File: src/rtl/ctrl_table_loader.sv
// ctrl_table_loader
// Control-plane loader for the CGRA. Consumes a valid/ready phit stream and
// writes, in order, the state table, one config table per PE column and the
// inbound buffer, then raises ready_stream_in. Supports zero-length segment
// skipping, a start-time bounds check with a sticky error flag and reload
// from RUN without reset.
module ctrl_table_loader #(
    parameter int PHIT_W  = 512,
    parameter int NUM_COL = 6,
    parameter int CFG_W   = 24,
    parameter int IMM_W   = 64,
    parameter int STATE_W = 48,
    parameter int ADDR_W  = 5,
    parameter int DEPTH   = 32
) (
    input  logic                 clk,
    input  logic                 rst,
    input  logic                 start_loader,
    input  logic [ADDR_W:0]      num_entry_config_table,
    input  logic [ADDR_W:0]      num_entry_inbound,
    input  logic [PHIT_W-1:0]    in_data,
    input  logic                 in_valid,
    output logic                 in_ready,
    output logic                 state_wr_en,
    output logic [ADDR_W-1:0]    state_wr_addr,
    output logic [STATE_W-1:0]   state_wr_data,
    output logic [NUM_COL-1:0]   cfg_wr_en,
    output logic [ADDR_W-1:0]    cfg_wr_addr,
    output logic [CFG_W-1:0]     cfg_wr_ctrl,
    output logic [IMM_W-1:0]     cfg_wr_imm,
    output logic                 inb_wr_en,
    output logic [ADDR_W-1:0]    inb_wr_addr,
    output logic [PHIT_W-1:0]    inb_wr_data,
    output logic                 ready_stream_in,
    output logic                 load_busy,
    output logic                 load_err
);

    localparam int COL_W = (NUM_COL > 1) ? $clog2(NUM_COL) : 1;
    localparam logic [ADDR_W:0]    DEPTH_L  = (ADDR_W+1)'(DEPTH);
    localparam logic [ADDR_W:0]    ZERO_N   = {(ADDR_W+1){1'b0}};
    localparam logic [ADDR_W:0]    ONE_N    = (ADDR_W+1)'(1'b1);
    localparam logic [ADDR_W-1:0]  ZERO_E   = {ADDR_W{1'b0}};
    localparam logic [ADDR_W-1:0]  ONE_E    = ADDR_W'(1'b1);
    localparam logic [COL_W-1:0]   ZERO_C   = {COL_W{1'b0}};
    localparam logic [COL_W-1:0]   ONE_C    = COL_W'(1'b1);
    localparam logic [COL_W-1:0]   LAST_COL = COL_W'(NUM_COL-1);

    typedef enum logic [2:0] {
        ST_IDLE       = 3'd0,
        ST_LOAD_STATE = 3'd1,
        ST_LOAD_CFG   = 3'd2,
        ST_LOAD_INB   = 3'd3,
        ST_RUN        = 3'd4
    } state_t;

    // One-hot column select for the config table write enables.
    function automatic logic [NUM_COL-1:0] col_onehot(input logic [COL_W-1:0] c);
        logic [NUM_COL-1:0] oh;
        oh = {NUM_COL{1'b0}};
        for (int i = 0; i < NUM_COL; i++) begin
            oh[i] = (c == COL_W'(i));
        end
        return oh;
    endfunction

    // True for the three states that consume phits.
    function automatic logic is_load(input state_t s);
        return (s == ST_LOAD_STATE) || (s == ST_LOAD_CFG) || (s == ST_LOAD_INB);
    endfunction

    state_t              state_r;
    state_t              state_nxt_s;
    logic [ADDR_W-1:0]   ent_r;
    logic [ADDR_W-1:0]   ent_nxt_s;
    logic [COL_W-1:0]    col_r;
    logic [COL_W-1:0]    col_nxt_s;
    logic [ADDR_W:0]     nc_r;
    logic [ADDR_W:0]     nc_nxt_s;
    logic [ADDR_W:0]     ni_r;
    logic [ADDR_W:0]     ni_nxt_s;
    logic                err_nxt_s;
    logic                load_err_r;
    logic                in_ready_r;
    logic                load_busy_r;
    logic                ready_stream_in_r;
    logic                beat_s;
    logic                last_c_s;
    logic                last_i_s;

    logic                state_wr_en_r;
    logic [ADDR_W-1:0]   state_wr_addr_r;
    logic [STATE_W-1:0]  state_wr_data_r;
    logic [NUM_COL-1:0]  cfg_wr_en_r;
    logic [ADDR_W-1:0]   cfg_wr_addr_r;
    logic [CFG_W-1:0]    cfg_wr_ctrl_r;
    logic [IMM_W-1:0]    cfg_wr_imm_r;
    logic                inb_wr_en_r;
    logic [ADDR_W-1:0]   inb_wr_addr_r;
    logic [PHIT_W-1:0]   inb_wr_data_r;

    // in_ready_r mirrors "state_r is a LOAD state", so this is the accept strobe.
    assign beat_s   = in_valid & in_ready_r;
    assign last_c_s = ({1'b0, ent_r} == (nc_r - ONE_N));
    assign last_i_s = ({1'b0, ent_r} == (ni_r - ONE_N));

    // Next-state and counter logic for the load sequence.
    always_comb begin
        state_nxt_s = state_r;
        ent_nxt_s   = ent_r;
        col_nxt_s   = col_r;
        nc_nxt_s    = nc_r;
        ni_nxt_s    = ni_r;
        err_nxt_s   = load_err_r;
        case (state_r)
            ST_IDLE, ST_RUN: begin
                if (start_loader) begin
                    nc_nxt_s  = num_entry_config_table;
                    ni_nxt_s  = num_entry_inbound;
                    ent_nxt_s = ZERO_E;
                    col_nxt_s = ZERO_C;
                    err_nxt_s = 1'b0;
                    if ((num_entry_config_table > DEPTH_L) || (num_entry_inbound > DEPTH_L)) begin
                        err_nxt_s   = 1'b1;
                        state_nxt_s = ST_IDLE;
                    end else if (num_entry_config_table != ZERO_N) begin
                        state_nxt_s = ST_LOAD_STATE;
                    end else if (num_entry_inbound != ZERO_N) begin
                        state_nxt_s = ST_LOAD_INB;
                    end else begin
                        state_nxt_s = ST_RUN;
                    end
                end else begin
                    state_nxt_s = state_r;
                end
            end
            ST_LOAD_STATE: begin
                if (beat_s) begin
                    if (last_c_s) begin
                        ent_nxt_s   = ZERO_E;
                        state_nxt_s = ST_LOAD_CFG;
                    end else begin
                        ent_nxt_s = ent_r + ONE_E;
                    end
                end else begin
                    ent_nxt_s = ent_r;
                end
            end
            ST_LOAD_CFG: begin
                if (beat_s) begin
                    if (last_c_s) begin
                        ent_nxt_s = ZERO_E;
                        if (col_r == LAST_COL) begin
                            // col stays on the last column rather than overflowing.
                            state_nxt_s = (ni_r != ZERO_N) ? ST_LOAD_INB : ST_RUN;
                        end else begin
                            col_nxt_s = col_r + ONE_C;
                        end
                    end else begin
                        ent_nxt_s = ent_r + ONE_E;
                    end
                end else begin
                    ent_nxt_s = ent_r;
                end
            end
            ST_LOAD_INB: begin
                if (beat_s) begin
                    if (last_i_s) begin
                        ent_nxt_s   = ZERO_E;
                        state_nxt_s = ST_RUN;
                    end else begin
                        ent_nxt_s = ent_r + ONE_E;
                    end
                end else begin
                    ent_nxt_s = ent_r;
                end
            end
            default: begin
                state_nxt_s = ST_IDLE;
            end
        endcase
    end

    // State, counters, latched counts and sticky error flag.
    always_ff @(posedge clk or posedge rst) begin
        if (rst) begin
            state_r    <= ST_IDLE;
            ent_r      <= ZERO_E;
            col_r      <= ZERO_C;
            nc_r       <= ZERO_N;
            ni_r       <= ZERO_N;
            load_err_r <= 1'b0;
        end else begin
            state_r    <= state_nxt_s;
            ent_r      <= ent_nxt_s;
            col_r      <= col_nxt_s;
            nc_r       <= nc_nxt_s;
            ni_r       <= ni_nxt_s;
            load_err_r <= err_nxt_s;
        end
    end

    // Status outputs registered from the next state so they align with state_r.
    always_ff @(posedge clk or posedge rst) begin
        if (rst) begin
            in_ready_r        <= 1'b0;
            load_busy_r       <= 1'b0;
            ready_stream_in_r <= 1'b0;
        end else begin
            in_ready_r        <= is_load(state_nxt_s);
            load_busy_r       <= is_load(state_nxt_s);
            ready_stream_in_r <= (state_nxt_s == ST_RUN);
        end
    end

    // Table write ports: one-cycle pulse per accepted beat, address/data held otherwise.
    always_ff @(posedge clk or posedge rst) begin
        if (rst) begin
            state_wr_en_r   <= 1'b0;
            state_wr_addr_r <= ZERO_E;
            state_wr_data_r <= {STATE_W{1'b0}};
            cfg_wr_en_r     <= {NUM_COL{1'b0}};
            cfg_wr_addr_r   <= ZERO_E;
            cfg_wr_ctrl_r   <= {CFG_W{1'b0}};
            cfg_wr_imm_r    <= {IMM_W{1'b0}};
            inb_wr_en_r     <= 1'b0;
            inb_wr_addr_r   <= ZERO_E;
            inb_wr_data_r   <= {PHIT_W{1'b0}};
        end else begin
            state_wr_en_r <= 1'b0;
            cfg_wr_en_r   <= {NUM_COL{1'b0}};
            inb_wr_en_r   <= 1'b0;
            if (beat_s) begin
                case (state_r)
                    ST_LOAD_STATE: begin
                        state_wr_en_r   <= 1'b1;
                        state_wr_addr_r <= ent_r;
                        state_wr_data_r <= in_data[PHIT_W-1 -: STATE_W];
                    end
                    ST_LOAD_CFG: begin
                        cfg_wr_en_r   <= col_onehot(col_r);
                        cfg_wr_addr_r <= ent_r;
                        cfg_wr_ctrl_r <= in_data[PHIT_W-1 -: CFG_W];
                        cfg_wr_imm_r  <= in_data[IMM_W-1:0];
                    end
                    ST_LOAD_INB: begin
                        inb_wr_en_r   <= 1'b1;
                        inb_wr_addr_r <= ent_r;
                        inb_wr_data_r <= in_data;
                    end
                    default: begin
                        inb_wr_en_r <= 1'b0;
                    end
                endcase
            end
        end
    end

    assign in_ready        = in_ready_r;
    assign load_busy       = load_busy_r;
    assign ready_stream_in = ready_stream_in_r;
    assign load_err        = load_err_r;
    assign state_wr_en     = state_wr_en_r;
    assign state_wr_addr   = state_wr_addr_r;
    assign state_wr_data   = state_wr_data_r;
    assign cfg_wr_en       = cfg_wr_en_r;
    assign cfg_wr_addr     = cfg_wr_addr_r;
    assign cfg_wr_ctrl     = cfg_wr_ctrl_r;
    assign cfg_wr_imm      = cfg_wr_imm_r;
    assign inb_wr_en       = inb_wr_en_r;
    assign inb_wr_addr     = inb_wr_addr_r;
    assign inb_wr_data     = inb_wr_data_r;

endmodule
File: config.mk
export PLATFORM = sky130hd
export DESIGN_NAME = ctrl_table_loader
export DESIGN_NICKNAME = d
export VERILOG_FILES = /design/src/rtl/ctrl_table_loader.sv
export SDC_FILE = /design/constraint.sdc
export NUM_CORES = 2
export LEC_CHECK = 0
export ABC_AREA = 1
export BUFFER_PORTS_ARGS = -buffer_cell sky130_fd_sc_hd__clkbuf_2
export CORE_AREA = 2 2 470 472
export CTS_CLUSTER_DIAMETER = 40
export DETAILED_ROUTE_END_ITERATION = 8
export DIE_AREA = 0 0 472 474
export GPL_ROUTABILITY_DRIVEN = 0
export PLACE_DENSITY = 0.35
export SLEW_MARGIN = 20
export SYNTH_ARGS = -nofsm -noshare
export SYNTH_HDL_FRONTEND = slang
export SYNTH_SLANG_ARGS = --single-unit
File: constraint.sdc
create_clock -name clk -period 58.3 [get_ports clk]
set_input_delay 14.575 -clock clk [delete_from_list [all_inputs] [get_ports clk]]
set_output_delay 14.575 -clock clk [all_outputs]
set_load 0.005 [all_outputs]
==> impl_metrics.json <==
{
  "drive_above_1_share": 0.355,
  "period_share": 0.298,
  "nets": 4713,
  "arrival_ns": 18.10,
  "seq_area_frac_synth": 0.653,
  "drc": 0,
  "io_pins": 1203,
  "start_kind": "primary input",
  "synth_cell_types": 29,
  "cp-end-kind": "register",
  "n_fill_cell": 24649,
  "ant_nets": 0,
  "skew_ns": 0.0359,
  "syn-cell-area_mm2": 0.0267,
  "final_common_cell": "nand2_1",
  "power_mw": 2.71,
  "postCtsSetupBuffers": 0,
  "clockRootBuffer": "clkbuf_16",
  "outcome": "finished clean",
  "cts_hold_repair.buffers": 0,
  "cts.sinks": 697,
  "critical-path-max-stage-delay_ns": 0.78,
  "num_rows": 172,
  "power.density_mw_per_mm2": 65.0,
  "yosys_warnings": 0,
  "routed_wl_mm": 150,
  "finish.utilization": 0.191,
  "setup_tns_ns": 0,
  "syn_inst": 2931,
  "clockBufferDepth": 3,
  "min_period_ns": 17.40,
  "synth-simple-area-share": 0.232,
  "syn_area_per_cell_um2": 9.12,
  "syn_nets": 3468,
  "slew_viol_final": 0,
  "cts_tree": "yes",
  "overflow": 0,
  "antenna_found_initial": 38,
  "maxCapViolCount": 0,
  "hp-class": "register to register",
  "initial_utilization": 0.122,
  "ys_top_cells_by_area": "dfrtp_1 (65%), nand2_1 (22%), o21ai_0 (5.1%)",
  "numCtsBuffers": 169,
  "worstPathCellList": "clkbuf_2 > nand2_1 > inv_1 > nand2_8 > buf_4 > buf_4 > buf_12 > nand2_1 > nand2_1",
  "fin_area_mm2": 0.0418,
  "fmax_ghz": 0.0575,
  "grt_usage": 0.130,
  "p_leak_nw": 22.5,
  "die-area_mm2": 0.224,
  "finalSetupViolCount": 0,
  "clkTransAtPathRegs_ns": 0.04,
  "post_cts_resized": 0,
  "worstMarginPinSlew_ns": 1.04,
  "synth_adder_area_share": 0.00421,
  "chipHeight_um": 474,
  "dpl_cell_area_mm2": 0.0357,
  "synth_compound_area_frac": 0.0542,
  "relSlewSlack": 0.308,
  "critPathKind": "primary input to register",
  "core-area_mm2": 0.219,
  "synth_mux_area_frac": 0,
  "drt-initial-drc-count": 1342,
  "place_hpwl_mm": 118,
  "viasPerCell": 3.40,
  "ir_drop_mv": 0.0280,
  "required_ns": 59.00,
  "synth_top_area_frac": 0.653,
  "reg2reg_slack_ns": 54.32,
  "vias": 24480,
  "cp_slowest_cell": "buf_4",
  "rsz0062_at_grt": "no",
  "port_buffers": 1202,
  "die_w_um": 472,
  "final_cell_mix": "nand2_1 (1545), clkbuf_2 (1202), dfrtp_1 (697)",
  "firstDrtPassIters": 5,
  "htree_levels": 4,
  "first_global_vias": 25118,
  "worstSkewPairLatency_ns": 0.78,
  "path_max_fanout": 176,
  "synth_top_area_cell": "dfrtp_1",
  "synthXorXnorAreaFrac": 0.00164,
  "synth_seq_cells": 697,
  "syn_to_final_growth_pct": 56.4,
  "grt_first_pass_wirelength_mm": 205,
  "synth_top_family_by_area": "simple AND/OR/NAND/NOR gates",
  "finalHoldViolCount": 0,
  "wire_per_inst_um": 20.8,
  "cpMostUsedCell": "nand2_1",
  "grt_max_degree": 177
}
state kept, by name (all words and copies together), names as in the netlist:
register         flops
state_wr_addr        5
cfg_wr_imm          64
state_r              3
inb_wr_addr          5
cfg_wr_addr          5
cfg_wr_en            6
inb_wr_en            1
load_busy            1
state_wr_en          1
ent_r                5
cfg_wr_ctrl         24
ready_stream_in      1
ni_r                 6
inb_wr_data        512
nc_r                 6
load_err             1
state_wr_data       48
col_r                3
final timing paths:
check	cells after the start	endpoint	from
min	2	inb_wr_data[359]	inb_wr_data[359]
min reg2reg	2	inb_wr_data[359]	inb_wr_data[359]
min in group asynchronous	2	cfg_wr_ctrl[18]	rst
max in group asynchronous	5	inb_wr_data[291]	rst
max	9	inb_wr_data[262]	in_valid
max reg2reg	8	inb_wr_data[262]	load_busy
worst max-delay path, delay by kind of cell:
family	cells	cell delay, ns
simple gates	4	0.83
buf+inv	5	2.30
synthesized netlist by cell type (all sizes together):
| cell | number |
|---|---|
| nor3 | 6 |
| a21oi | 2 |
| nand3b | 1 |
| nor2 | 32 |
| dfrtp | 697 |
| xnor2 | 2 |
| xor2 | 3 |
| nand2 | 1546 |
| ha | 9 |
| o31ai | 1 |
| clkinv | 1 |
| o21ai | 282 |
| o22ai | 1 |
| clkbuf | 45 |
| nand3 | 31 |
| buf | 103 |
| nand4 | 6 |
| inv | 159 |
| or2 | 4 |
logic make-up (layout without fill, tap and decap cells):
logic type / count (synthesis) / count (layout)
AO/OA/AOI/OAI: 286 / 286
XOR/XNOR: 5 / 5
adder cells (fa/ha/maj): 9 / 9
flip-flops: 697 / 697
AND/OR/NAND/NOR: 1626 / 1626
other: 0 / 11
buffers and inverters: 308 / 1695
metal layers:
metal	vias to the layer above	wire, um	GRT usage
met5	-	179	0
met4	30	3380	0.0360
met3	231	18900	0.0740
met2	1034	68200	0.207
met1	11618	59300	0.148
li1	11567	-	-
power breakdown:
part	internal (mW)	total (mW)	switching, mW
logic	0.294	0.848	0.554
registers	0.716	0.858	0.142
clock network	0.675	1.01	0.333
total	1.68	2.71	1.03
cell type report:
class                           count  area, um^2  area share
Tap cell                         2871        3590      0.0860
Timing Repair Buffer             1222        6200       0.148
Antenna cell                       11        27.5    0.000659
Clock inverter                    106        1510      0.0361
Inverter                          160         622      0.0149
Sequential cell                   697       17400       0.417
Multi-Input combinational cell   1926        7830       0.187
Clock buffer                      207        4560       0.109
through the flow:
| stage | instances | setup slack [ns] | hold slack (ns) |
|---|---|---|---|
| 2_1_floorplan | 2931 | 24.18 | 0.451 |
| 6_report | 7200 | 40.90 | 0.471 |
| 5_1_grt | 7190 | 40.52 | 0.493 |
| 3_5_place_dp | 6876 | 39.92 | 0.464 |
| 4_1_cts | 7189 | 40.79 | 0.477 |
| 3_3_place_gp | 6876 | 39.99 | 0.463 |
No activity file was read; power rests on OpenSTA's default activity.
